--- src/rtl/motor3_sixstep_ctrl.sv ---
// motor3_sixstep_ctrl: six-step trapezoidal commutation controller for one
// three-phase motor driving three IRS2007S-style half-bridge gate inputs.
//
// Ports:
//   clkI            clock (1 MHz nominal)
//   nRstI           asynchronous active-low reset
//   m3startI        run enable (level)
//   m3forceStopI    brake request (level, highest priority)
//   m3invRotateI    0 forward, 1 reverse (level)
//   m3speedINCi/DECi, m3powerINCi/DECi   adjust requests, acted on at rising edge
//   aHpO/bHpO/cHpO  high-side gates, active-high
//   aLpO/bLpO/cLpO  low-side gates, active-low (1 = off)
//   m3runO          FSM in RUN or BLANK
//   m3stepO         current commutation step 0..5
//   m3speedO        speed register (NCO increment)
//   m3powerO        power register (PWM compare level)
module motor3_sixstep_ctrl #(
    parameter int PWM_W    = 8,
    parameter int DEAD_CYC = 4,
    parameter int ACC_W    = 20,
    parameter int SPD_W    = 10,
    parameter int SPD_MIN  = 1,
    parameter int SPD_MAX  = 1000,
    parameter int SPD_STEP = 1,
    parameter int PWR_STEP = 8
) (
    input  logic             clkI,
    input  logic             nRstI,
    input  logic             m3startI,
    input  logic             m3forceStopI,
    input  logic             m3invRotateI,
    input  logic             m3speedINCi,
    input  logic             m3speedDECi,
    input  logic             m3powerINCi,
    input  logic             m3powerDECi,
    output logic             aHpO,
    output logic             bHpO,
    output logic             cHpO,
    output logic             aLpO,
    output logic             bLpO,
    output logic             cLpO,
    output logic             m3runO,
    output logic [2:0]       m3stepO,
    output logic [SPD_W-1:0] m3speedO,
    output logic [PWM_W-1:0] m3powerO
);
    localparam logic [1:0] IDLE  = 2'd0;
    localparam logic [1:0] BLANK = 2'd1;
    localparam logic [1:0] RUN   = 2'd2;
    localparam logic [1:0] BRAKE = 2'd3;

    localparam int CNT_W = $clog2(DEAD_CYC + 1);
    localparam logic [CNT_W-1:0] CNT_LAST = CNT_W'(DEAD_CYC - 1);

    localparam logic [SPD_W-1:0] SPD_LO     = SPD_W'(SPD_MIN);
    localparam logic [SPD_W-1:0] SPD_HI     = SPD_W'(SPD_MAX);
    localparam logic [SPD_W-1:0] SPD_INC    = SPD_W'(SPD_STEP);
    localparam logic [SPD_W-1:0] SPD_UP_LIM = SPD_W'(SPD_MAX - SPD_STEP);
    localparam logic [SPD_W-1:0] SPD_DN_LIM = SPD_W'(SPD_MIN + SPD_STEP);
    localparam logic [PWM_W-1:0] PWR_INC    = PWM_W'(PWR_STEP);
    localparam logic [PWM_W-1:0] PWR_UP_LIM = {PWM_W{1'b1}} - PWR_INC;

    logic             startR, stopR, invR;
    logic [3:0]       adjR, adjP, adjEdge;
    logic             spdUp, spdDn, pwrUp, pwrDn;
    logic [1:0]       state, target;
    logic [CNT_W-1:0] blankCnt;
    logic [2:0]       step, nextStep, hiSel, loSel, hiN, loN, hOut, lOut;
    logic             dir;
    logic [ACC_W-1:0] acc;
    logic [ACC_W:0]   accSum;
    logic [PWM_W-1:0] pwmCnt, power;
    logic [SPD_W-1:0] speed;

    // adj vectors are {powerDEC, powerINC, speedDEC, speedINC}
    assign adjEdge = adjR & ~adjP;
    assign spdUp   = adjEdge[0] & ~adjEdge[1];
    assign spdDn   = adjEdge[1] & ~adjEdge[0];
    assign pwrUp   = adjEdge[2] & ~adjEdge[3];
    assign pwrDn   = adjEdge[3] & ~adjEdge[2];

    // Carry out of the accumulator is the commutation tick
    assign accSum   = {1'b0, acc} + (ACC_W + 1)'(speed);
    assign nextStep = dir ? (step == 3'd0 ? 3'd5 : step - 3'd1)
                          : (step == 3'd5 ? 3'd0 : step + 3'd1);

    // One-hot phase selects, bit0 = A, bit1 = B, bit2 = C
    assign hiSel = step < 3'd2 ? 3'b001 : step < 3'd4 ? 3'b010 : 3'b100;
    assign loSel = (step == 3'd0 || step == 3'd5) ? 3'b010 :
                   (step == 3'd1 || step == 3'd2) ? 3'b100 : 3'b001;

    assign hiN = state == RUN ? (hiSel & {3{pwmCnt < power}}) : 3'b000;
    assign loN = state == RUN ? ~loSel : state == BRAKE ? 3'b000 : 3'b111;

    assign {cHpO, bHpO, aHpO} = hOut;
    assign {cLpO, bLpO, aLpO} = lOut;
    assign m3runO   = state == RUN || state == BLANK;
    assign m3stepO  = step;
    assign m3speedO = speed;
    assign m3powerO = power;

    always_ff @(posedge clkI or negedge nRstI) begin
        if (!nRstI) begin
            startR <= 1'b0;
            stopR  <= 1'b0;
            invR   <= 1'b0;
            adjR   <= '0;
            adjP   <= '0;
        end else begin
            startR <= m3startI;
            stopR  <= m3forceStopI;
            invR   <= m3invRotateI;
            adjR   <= {m3powerDECi, m3powerINCi, m3speedDECi, m3speedINCi};
            adjP   <= adjR;
        end
    end

    always_ff @(posedge clkI or negedge nRstI) begin
        if (!nRstI) begin
            speed  <= SPD_LO;
            power  <= '0;
            pwmCnt <= '0;
        end else begin
            pwmCnt <= pwmCnt + 1'b1;
            if (spdUp)
                speed <= speed >= SPD_UP_LIM ? SPD_HI : speed + SPD_INC;
            else if (spdDn)
                speed <= speed <= SPD_DN_LIM ? SPD_LO : speed - SPD_INC;
            if (pwrUp)
                power <= power >= PWR_UP_LIM ? {PWM_W{1'b1}} : power + PWR_INC;
            else if (pwrDn)
                power <= power <= PWR_INC ? '0 : power - PWR_INC;
        end
    end

    always_ff @(posedge clkI or negedge nRstI) begin
        if (!nRstI) begin
            state    <= IDLE;
            target   <= RUN;
            blankCnt <= '0;
            step     <= 3'd0;
            dir      <= 1'b0;
            acc      <= '0;
        end else if (stopR && state != BRAKE && !(state == BLANK && target == BRAKE)) begin
            state    <= BLANK;
            target   <= BRAKE;
            blankCnt <= '0;
        end else begin
            case (state)
                IDLE: begin
                    step <= 3'd0;
                    acc  <= '0;
                    dir  <= invR;
                    if (startR) begin
                        state    <= BLANK;
                        target   <= RUN;
                        blankCnt <= '0;
                    end
                end
                BLANK: begin
                    if (blankCnt == CNT_LAST)
                        state <= target;
                    else
                        blankCnt <= blankCnt + 1'b1;
                end
                RUN: begin
                    acc <= startR ? accSum[ACC_W-1:0] : '0;
                    if (!startR)
                        state <= IDLE;
                    else if (invR != dir) begin
                        // A tick coinciding with a reversal is dropped like any blanked tick
                        dir      <= invR;
                        state    <= BLANK;
                        target   <= RUN;
                        blankCnt <= '0;
                    end else if (accSum[ACC_W]) begin
                        step     <= nextStep;
                        state    <= BLANK;
                        target   <= RUN;
                        blankCnt <= '0;
                    end
                end
                BRAKE: begin
                    acc <= '0;
                    if (!stopR)
                        state <= IDLE;
                end
            endcase
        end
    end

    always_ff @(posedge clkI or negedge nRstI) begin
        if (!nRstI) begin
            hOut <= 3'b000;
            lOut <= 3'b111;
        end else begin
            hOut <= hiN;
            lOut <= loN;
        end
    end
endmodule

--- config.mk ---
export PLATFORM = sky130hd
export DESIGN_NAME = motor3_sixstep_ctrl
export DESIGN_NICKNAME = d
export VERILOG_FILES = /design/src/rtl/motor3_sixstep_ctrl.sv
export SDC_FILE = /design/constraint.sdc
export NUM_CORES = 1
export LEC_CHECK = 0
export ABC_AREA = 1
export CORE_AREA = 5 5 92 94
export DETAILED_ROUTE_END_ITERATION = 6
export DIE_AREA = 0 0 97 99
export PLACE_DENSITY = 0.84
export SYNTH_ARGS = -nofsm -noshare
export SYNTH_HDL_FRONTEND = slang
export SYNTH_SLANG_ARGS = --single-unit
export TNS_END_PERCENT = 1
--- constraint.sdc ---
create_clock -name clkI -period 3.7 [get_ports clkI]
set_clock_uncertainty 0.1 [all_clocks]
set_input_delay 0.74 -clock clkI [delete_from_list [all_inputs] [get_ports clkI]]
set_output_delay 0.74 -clock clkI [all_outputs]
set_load 0.05 [all_outputs]
==> results of run 1 <==
-- through the flow --
| step | hold WS [ps] | utilization, % | cells |
|---|---|---|---|
| after floorplan | 254 | - | 626 |
| after global placement | 261 | 67.3 | 756 |
| after detailed placement | 265 | 67.3 | 756 |
| after CTS | 271 | 70.5 | 772 |
| after global routing | 287 | 70.5 | 772 |
| final | 258 | 70.5 | 772 |
-- where the power goes --
part	total (mW)	switching, mW	internal (mW)	leakage, nW
sequential	1.22	0.256	0.962	0.895
clock	0.776	0.309	0.468	0.120
combinational	2.08	1.39	0.690	1.67
-- final cells by class --
class                      instances  area [µm²]  area share, %
multi-input combinational        464        2510           47.0
sequential                        71        1780           33.4
timing repair buffer              38         370           6.94
inverter                          81         304           5.70
clock buffer                      11         141           2.65
tap                              102         128           2.39
clock inverter                     5         106           1.99
-- kinds of logic after synthesis --
logic type               share of synthesized area, %
flip-flops                                       38.3
adder cells (fa/ha/maj)                          8.78
buffers and inverters                            7.75
AO/OA/AOI/OAI                                    11.4
AND/OR/NAND/NOR                                  30.7
XOR/XNOR                                         3.01
-- worst max-delay path by stage --
stage                           start          to  slack (ps)
final                        state[0]      m3runO         840
after global routing         state[0]      m3runO         790
after CTS                    state[0]      m3runO         830
after detailed placement     state[0]     acc[17]        1220
after global placement       state[0]      m3runO        1260
after floorplan           m3speedO[0]  m3stepO[0]        1550
-- state kept, by name, indices dropped and copies added, names as in the netlist --
name      cells
hOut          3
acc          20
startR        1
target        1
m3powerO      6
adjP          4
pwmCnt        8
stopR         1
invR          1
state         2
dir           1
m3speedO     10
m3stepO       3
blankCnt      3
lOut          3
adjR          4
-- Yosys cell counts (2+ instances only) --
cell type  number
nor3_2          3
xor2_1         11
o21ai_1         8
nand2_2         8
nand4_1        12
nand3_1        61
buf_4           2
inv_1          78
a21oi_1        29
clkbuf_1        4
xnor2_1         5
dfstp_2         4
or2_2           3
a21o_1          2
nand2_1       156
nor2_1         63
o21ai_2         2
dfrtp_1        67
ha_1           31
buf_2           3
a22o_1          2
inv_2           2
a31oi_1         3
o21ai_0        39
nand3_2         5
nor3_1          8
-- critical path, delay by kind of cell (launching register included) --
kind,cells,cell delay (ps)
fa+ha+maj,1,320
buf+inv,2,900
flops,1,430
-- metal layers --
metal / vias up / wire length, µm / global-route usage [%]
met5: - / 0 / 0
met4: 0 / 210 / 9.72
li1: 2122 / - / -
met3: 27 / 449 / 4.88
met2: 111 / 5450 / 41.8
met1: 2030 / 4710 / 29.1
==> key figures, run 1 <==
Global routing
  • Vias in the first global route: 4,309
  • GR Overflow Total: 0
  • First-pass GRT wire length: 19.1 mm
  • Total track usage: a little under a quarter
  • Initial antenna violation count: 0
  • Largest net degree at the start of global routing: 28

Clock tree
  • # hold bufs at CTS: 0
  • Clock Latency Late Sink: 360 ps
  • Clock slew at reported path FFs: around 80 ps
  • Max Buffers Root-to-Sink: 2
  • CTS tree: done
  • CTS sink cnt: 71
  • Htree depth: 3
  • Clk root buf: clkbuf_8
  • Post_cts resized: 0
  • Post-CTS Setup Repair Bufs: 0
  • Num CTS Buffers: 9

Detailed routing
  • Initial DRC Count: around 200
  • DRT Pass-1 Iters: 5
  • Post-route ant nets: 0
  • Vias per cell: 5.56
  • DRC: 0
  • Routed WL: 10.8 mm
  • Via count: 4,290
  • WL/cell: approximately 14 µm

STA
  • Final setup viols: 0
  • Worst setup margin: 844 ps
  • Min Tclk post-route: roughly 2900 ps
  • Slew @ Worst Pin: 783 ps
  • Max_slew headroom: 47.5%
  • Final period util: 77.2%
  • Count of final hold-check violations: 0
  • Final setup TNS: 0 ps
  • Slew Viols, Final: 0
  • RSZ-0062 raised after global routing: no
  • Max Clk Rate: 350 MHz

Hold path
  • Hold WC Path Type: input pin to async pin

Yosys
  • Top cells by area, synth: dfrtp_1 (36%), nand2_1 (13%), ha_1 (8.3%)
  • Async set or reset register ratio after synthesis: between 90% and 100%
  • Synth top area share: between 30% and 40%
  • Sequential fraction of the synthesis area: 38.3%
  • Post-synth top area cell: dfrtp_1
  • Synth Flop Type: dfrtp_1
  • Cell count after synthesis: 626
  • EDFF count, synth: 0
  • Syn avg cell area: 7.43 µm²
  • Synthesized flop and latch total: 71
  • YS warnings: 0
  • Synth cell types: between 40 and 50
  • Post-Syn Area: 0.00465 mm²
  • Syn_nets: 667

Place
  • Gpl congestion: roughly 0.9
  • Port bufs: 36
  • Dpl cell area: 0.00509 mm²
  • Place WS: ~1200 ps
  • DP Wirelength: 7.97 mm

Worst setup path
  • R2R depth: 6
  • Reg2reg end: acc[15]
  • Crit Path Max Fanout: 6
  • Crit Path Class: register to output pin
  • CP max-delay cell: clkdlybuf4s50_1
  • Crit path cell chain: inv_1 > ha_1 > clkdlybuf4s50_1
  • Slack of the worst reg-to-reg path: 1150 ps
  • Crit path required time: 2860 ps
  • Crit. End Element: output pin
  • Startpoint types: register
  • Worst R2R Start: state[0]
  • Arr. time, crit path: 2020 ps
  • Largest stage delay, worst path: 810 ps

Flow run
  • Max Cap Viol: 0

Outcome
  • Outcome: completed

Floorplanning
  • Row count: 32
  • Die Area: between 0.009 and 0.01 mm²
  • Top-Level Pins: 37
  • Initial core utilization: between 60 and 70%
  • Core Area: 0.00757 mm²
  • DIE WIDTH: 97 µm
  • Die Y: between 90 and 100 µm

Finish
  • Antenna diode count: 0
  • Commonest non-fill, non-tap cells in the layout: nand2_1 (156), inv_1 (78), dfrtp_1 (67)
  • Area Growth Syn to Fin: 14.8%
  • Final Instance Area: 0.00534 mm²
  • Share of cells above drive strength 1: 7.46%
  • Nets: 706
  • Commonest non-fill, non-tap cell in the layout: nand2_1
  • Filler Cell Count: 601

Power and ir drop
  • Leakage dissipation: 2.69 nW
  • Power per cell area: 763 mW/mm²
  • Total chip power: 4.07 mW
  • Worst IR drop on VDD: 0.524 mV
Note: power is estimated with default switching activity, not from simulation.
==> inputs of run 2 (changes only) <==
--- a/config.mk
+++ b/config.mk
@@ -6,10 +6,10 @@
 export NUM_CORES = 1
 export LEC_CHECK = 0
 export ABC_AREA = 1
-export CORE_AREA = 5 5 92 94
+export CORE_AREA = 5 5 95 97
 export DETAILED_ROUTE_END_ITERATION = 6
-export DIE_AREA = 0 0 97 99
-export PLACE_DENSITY = 0.84
+export DIE_AREA = 0 0 100 102
+export PLACE_DENSITY = 0.8
 export SYNTH_ARGS = -nofsm -noshare
 export SYNTH_HDL_FRONTEND = slang
 export SYNTH_SLANG_ARGS = --single-unit
==> constraint.sdc (replaced) <==
create_clock -name clkI -period 2.7 [get_ports clkI]
set_clock_uncertainty 0.1 [all_clocks]
set_input_delay 0.54 -clock clkI [delete_from_list [all_inputs] [get_ports clkI]]
set_output_delay 0.54 -clock clkI [all_outputs]
set_load 0.05 [all_outputs]
==> key figures, run 2 (synthesized netlist as in run 1, its figures left out) <==
Outcome
  • Outcome: completed (unchanged)

Detailed routing
  • Initial DRC Count: 220 (was 205)
  • Post-route ant nets: 0 (unchanged)
  • Vias per cell: 5.46 (was 5.56)
  • DRC: 0 (unchanged)
  • Via count: 4,233 (was 4,290)
  • WL/cell: 13.1 µm (was 14.0 µm)
  • DRT Pass-1 Iters: 5 (unchanged)
  • Routed WL: 10.2 mm (was 10.8 mm)

STA
  • RSZ-0062 raised after global routing: no (unchanged)
  • Worst setup margin: 241 ps (was 844 ps)
  • Slew Viols, Final: 0 (unchanged)
  • Max_slew headroom: 65.7% (was 47.5%)
  • Final period util: 91.1%
  • Count of final hold-check violations: 0 (unchanged)
  • Final setup viols: 0 (unchanged)
  • Max Clk Rate: 407 MHz
  • Final setup TNS: 0 ps (unchanged)
  • Min Tclk post-route: 2460 ps
  • Slew @ Worst Pin: 514 ps (was 783 ps)
  • Hold WS: 103 ps (was 258 ps)

Worst setup path
  • CP max-delay cell: clkdlybuf4s50_1 (unchanged)
  • Crit path cell chain: clkdlybuf4s50_1 (was inv_1 > ha_1 > clkdlybuf4s50_1)
  • Arr. time, crit path: 1820 ps (was 2020 ps)
  • Startpoint types: register (unchanged)
  • Crit path required time: 2060 ps (was 2860 ps)
  • Crit-path leading delay family: buffers and inverters (unchanged)
  • Crit path buffers/inverters: 1 (was 2)
  • Crit Path Class: register to output pin (unchanged)
  • Largest stage delay, worst path: 890 ps (was 810 ps)
  • Crit Path Max Fanout: 11 (was 6)
  • Crit. End Element: output pin (unchanged)

Power and ir drop
  • Total chip power: 5.43 mW (was 4.07 mW)
  • Leakage dissipation: 2.69 nW (about the same)
  • Clock share of power: 17.3% (was 19.1%)
  • Combinational cell fraction of total power: 52.1% (was 51.1%)
  • Worst IR drop on VDD: 0.517 mV (was 0.524 mV)
  • Sw frac: 48.7% (was 48.0%)
  • Sw Pwr: 2.64 mW (was 1.95 mW)
  • Power per cell area: 1020 mW/mm² (was 763 mW/mm²)
  • Flop pwr share: 30.6% (was 29.9%)
  • Int Power: 2.79 mW (was 2.12 mW)

Global routing
  • Initial antenna violation count: 0 (unchanged)
  • GR Overflow Total: 0 (unchanged)
  • Vias in the first global route: 4,162 (was 4,309)
  • Total track usage: 21.5% (was 24.0%)
  • First-pass GRT wire length: 18.1 mm (was 19.1 mm)
  • Largest net degree at the start of global routing: 72 (was 28)

Clock tree
  • # hold bufs at CTS: 0 (unchanged)
  • Clock slew at reported path FFs: 90 ps (was 80 ps)
  • CTS tree: done (unchanged)
  • CTS sink cnt: 71 (unchanged)
  • Htree depth: 3 (unchanged)
  • Clock Latency Late Sink: 350 ps (was 360 ps)
  • Max Buffers Root-to-Sink: 2 (unchanged)
  • Num CTS Buffers: 9 (unchanged)
  • Clk root buf: clkbuf_8 (unchanged)

Floorplanning
  • Die Y: 102 µm (was 99 µm)
  • DIE WIDTH: 100 µm (was 97 µm)
  • Core Area: 0.00805 mm² (was 0.00757 mm²)
  • Die Area: 0.0102 mm² (was 0.00960 mm²)
  • Top-Level Pins: 37 (unchanged)
  • Initial core utilization: 57.7% (was 61.4%)
  • Row count: 33 (was 32)

Place
  • Place WS: 427 ps (was 1220 ps)
  • DP Wirelength: 7.38 mm (was 7.97 mm)
  • Placed cells: 759 (was 756)
  • Port bufs: 36 (unchanged)
  • Gpl congestion: 0.896 (was 0.899)

Finish
  • Antenna diode count: 0 (unchanged)
  • Biggest register: acc (unchanged)
  • Share of cells above drive strength 1: 7.46% (unchanged)
  • Post-Layout Cell Count: 775 (was 772)
  • Commonest non-fill, non-tap cell in the layout: nand2_1 (unchanged)
  • Max FFs per register: 20 (unchanged)
  • Commonest non-fill, non-tap cells in the layout: nand2_1 (156), inv_1 (78), dfrtp_1 (67) (unchanged)
  • Filler Cell Count: 738 (was 601)
  • Area of the multi-input gates: 0.00251 mm² (unchanged)
  • Area Growth Syn to Fin: 14.5% (was 14.8%)
  • Nets: 706 (unchanged)
  • Register area: 0.00178 mm² (unchanged)

Flow run
  • Max Cap Viol: 0 (unchanged)

Hold path
  • Hold WC Path Type: input pin to async pin (unchanged)
==> run 2: metal layers <==
layer / part of all wire, % / GRT usage, %
met1: 44 / 27.4
met2: 48 / 36.5
met3: 5.3 / 4.30
met4: 1.9 / 8.29
met5: 0 / 0
==> run 2: per-stage QoR <==
stage / utilization [%] / instance area [µm²]
after floorplan: - / 4650
after global placement: 63.4 / 5110
after detailed placement: 63.4 / 5110
after CTS: 66.1 / 5320
after global routing: 66.1 / 5320
final: 66.1 / 5320
==> run 2: what timing repair did <==
item,4_1_cts,5_1_grt
buffers inserted,0,0
endpoints found under the hold margin,0,0
setup endpoints to repair,0,1
gates resized for setup,0,1
==> run 2: final timing paths <==
path | slack, ps | end | startpoint | depth (start not counted)
worst max-delay path | 240 | m3speedO[7] | m3speedO[7] | 1
worst max register to register | 470 | m3stepO[0] | m3speedO[0] | 11
min in group clkI | 270 | adjP[1] | adjR[1] | 0
worst min-delay path | 100 | blankCnt[2] | nRstI | 2
max in group asynchronous | 2060 | m3speedO[0] | nRstI | 2
worst min register to register | 270 | adjP[1] | adjR[1] | 0
==> run 2: final cells by class <==
class,instances,share of cell area [%]
Clock inverter,6,1.62
Clock buffer,10,2.40
Tap cell,105,2.47
Sequential cell,71,33.5
Multi-Input combinational cell,464,47.1
Timing Repair Buffer,38,7.24
Inverter,81,5.71
==> run 2: power by group through the flow <==
stage / Sequential (mW) / Combinational [mW] / Clock, mW
floorplan: 2.02 / 1.72 / 0
global placement: 1.67 / 2.74 / 0
detailed placement: 1.68 / 2.81 / 0
CTS: 1.66 / 2.83 / 0.961
global route: 1.71 / 3.15 / 1.01
finish: 1.66 / 2.83 / 0.941
==> inputs of run 3 (changes only) <==
--- a/config.mk
+++ b/config.mk
@@ -6,10 +6,11 @@
 export NUM_CORES = 1
 export LEC_CHECK = 0
 export ABC_AREA = 1
-export CORE_AREA = 5 5 95 97
+export CORE_AREA = 5 5 92 94
 export DETAILED_ROUTE_END_ITERATION = 6
-export DIE_AREA = 0 0 100 102
-export PLACE_DENSITY = 0.8
+export DIE_AREA = 0 0 97 99
+export DONT_BUFFER_PORTS = 1
+export PLACE_DENSITY = 0.78
 export SYNTH_ARGS = -nofsm -noshare
 export SYNTH_HDL_FRONTEND = slang
 export SYNTH_SLANG_ARGS = --single-unit
==> key figures, run 3 (synthesized netlist as in run 1, its figures left out) <==
Outcome
  • Outcome: completed (unchanged)

Floorplanning
  • Core Area: 0.00757 mm² (was 0.00805 mm²)
  • Top-Level Pins: 37 (unchanged)
  • Die Area: 0.00960 mm² (was 0.0102 mm²)
  • Initial core utilization: 61.4% (was 57.7%)
  • DIE WIDTH: 97 µm (was 100 µm)
  • Row count: 32 (was 33)
  • Die Y: 99 µm (was 102 µm)

Clock tree
  • Post_cts resized: 0 (unchanged)
  • Htree depth: 3 (unchanged)
  • CTS sink cnt: 71 (unchanged)
  • Num CTS Buffers: 9 (unchanged)
  • Clock Latency Late Sink: 350 ps (about the same)
  • CTS tree: done (unchanged)
  • Clk root buf: clkbuf_8 (unchanged)
  • Clock slew at reported path FFs: 80 ps (was 90 ps)
  • Max Buffers Root-to-Sink: 2 (unchanged)

STA
  • RSZ-0062 raised after global routing: no (unchanged)
  • Max Clk Rate: 445 MHz (was 407 MHz)
  • Min Tclk post-route: 2250 ps (was 2460 ps)
  • Slew @ Worst Pin: 664 ps (was 514 ps)
  • Slew Viols, Final: 0 (unchanged)
  • Final setup viols: 0 (unchanged)
  • Final period util: 83.2% (was 91.1%)
  • Max_slew headroom: 55.7% (was 65.7%)
  • Count of final hold-check violations: 0 (unchanged)
  • Final setup TNS: 0 ps (unchanged)

Place
  • DP Wirelength: 7.78 mm (was 7.38 mm)
  • Gpl congestion: 0.896 (about the same)
  • Dpl cell area: 0.00484 mm² (was 0.00511 mm²)
  • Port bufs: 0 (was 36)

Worst setup path
  • Crit Path Class: register to register (was register to output pin)
  • Crit path required time: 2840 ps (was 2060 ps)
  • CP max-delay cell: dfstp_2 (was clkdlybuf4s50_1)
  • Crit-path most repeated cell: nand3_1
  • Arr. time, crit path: 2390 ps (was 1820 ps)
  • Crit path cell chain: ha_1 > fa_1 > nand3_1 > nand3_1 > nand3_1 > nand3_2 > nand3_1 > nand2_2 > nand2_2 > nand2_1 > nand2_1 (was clkdlybuf4s50_1)
  • Slack of the worst reg-to-reg path: 450 ps (was 470 ps)
  • Largest stage delay, worst path: 620 ps (was 890 ps)
  • Startpoint types: register (unchanged)
  • Crit. End Element: register (was output pin)
  • Crit Path Max Fanout: 9 (was 11)

Detailed routing
  • Via count: 4,113 (was 4,233)
  • WL/cell: 13.8 µm (was 13.1 µm)
  • Initial DRC Count: 210 (was 220)
  • DRC: 0 (unchanged)
  • Vias per cell: 5.47 (was 5.46)
  • Routed WL: 10.4 mm (was 10.2 mm)
  • Post-route ant nets: 0 (unchanged)
  • DRT Pass-1 Iters: 5 (unchanged)

Global routing
  • GR Overflow Total: 0 (unchanged)
  • Total track usage: 22.7% (was 21.5%)
  • Largest net degree at the start of global routing: 72 (unchanged)
  • First-pass GRT wire length: 18.1 mm (unchanged)
  • Vias in the first global route: 3,915 (was 4,162)
  • Initial antenna violation count: 0 (unchanged)

Hold path
  • Hold WC Path Type: input pin to register (was input pin to async pin)

Power and ir drop
  • Combinational cell fraction of total power: 51.6% (was 52.1%)
  • Leakage dissipation: 2.61 nW (was 2.69 nW)
  • Int Power: 2.54 mW (was 2.79 mW)
  • Clock share of power: 15.3% (was 17.3%)
  • Sw frac: 51.0% (was 48.7%)
  • Worst IR drop on VDD: 0.660 mV (was 0.517 mV)
  • Sw Pwr: 2.65 mW (was 2.64 mW)
  • Flop pwr share: 33.2% (was 30.6%)
  • Power per cell area: 1030 mW/mm² (was 1020 mW/mm²)

Finish
  • Filler Cell Count: 643 (was 738)
  • Commonest non-fill, non-tap cell in the layout: nand2_1 (unchanged)
  • Biggest register: acc (unchanged)
  • Max FFs per register: 20 (unchanged)
  • Nets: 686 (was 706)
  • Share of cells above drive strength 1: 9.69% (was 7.46%)
  • Final Instance Area: 0.00506 mm² (was 0.00532 mm²)
  • Commonest non-fill, non-tap cells in the layout: nand2_1 (156), inv_1 (78), dfrtp_1 (67) (unchanged)
  • Final core occ: 66.8% (was 66.1%)
  • Area Growth Syn to Fin: 8.78% (was 14.5%)
  • Antenna diode count: 0 (unchanged)

Flow run
  • Max Cap Viol: 0 (unchanged)
## run 3: cell types whose count changed in the layout (fill, tap and decap cells not counted), moves of 2 or more
cell | previous run | this run
clkdlybuf4s50_1 | 34 | 0
buf_4 | 1 | 16
bufinv_16 | 2 | 0
clkbuf_8 | 9 | 11
## run 3: worst paths after layout
path | start | endpoint | depth (start not counted)
worst min-delay path | m3powerDECi | adjR[3] | 0
min in group asynchronous | nRstI | m3powerO[5] | 2
worst max register to register | m3speedO[0] | m3stepO[1] | 11
max in group asynchronous | nRstI | m3speedO[0] | 2
worst min register to register | adjR[2] | adjP[2] | 0
worst max-delay path | m3speedO[0] | m3stepO[1] | 11
## run 3: area by class of cell
type                    instances  area, µm²  area share, %
multi-input cells             464       2510           49.6
clock buffers                  13        159           3.14
flip-flops and latches         71       1780           35.2
inverters                      81        304           6.01
well taps                     102        128           2.52
clock inverters                 3       20.0          0.396
repair buffers                 18        158           3.12
## run 3: routing by layer
metal,routed length [µm],global-route usage (%)
met1,4640,29.1
met5,0,0
met3,422,3.96
met4,219,9.07
met2,5120,38.1
## run 3: stage by stage
| stage | total power [mW] | cells | hold slack [ps] | setup WS, ps |
|---|---|---|---|---|
| 2_1_floorplan | 3.75 | 626 | 144 | 548 |
| 3_3_place_gp | 4.28 | 734 | 146 | 587 |
| 3_5_place_dp | 4.38 | 734 | 146 | 443 |
| 4_1_cts | 5.22 | 752 | 86.1 | 433 |
| 5_1_grt | 5.64 | 752 | 82.7 | 276 |
| 6_report | 5.19 | 752 | 108 | 454 |
## run 3: repair_timing
action	in CTS	in global routing
hold endpoints to repair	71	0
hold buffers	2	0
buffers inserted	0	0
## run 3: power by group through the flow
| stage | Sequential, mW | Combinational (mW) | Clock (mW) |
|---|---|---|---|
| after global routing | 1.76 | 3.01 | 0.863 |
| after global placement | 1.72 | 2.56 | 0 |
| after detailed placement | 1.74 | 2.64 | 0 |
| after floorplan | 2.02 | 1.72 | 0 |
| final | 1.72 | 2.68 | 0.791 |
| after CTS | 1.72 | 2.68 | 0.816 |
## run 3: critical path, delay by kind of cell, from the launching register on
kind                     cells  cell delay [ps]
flip-flops                   1              620
adder cells (fa/ha/maj)      2              480
AND/OR/NAND/NOR              9              930
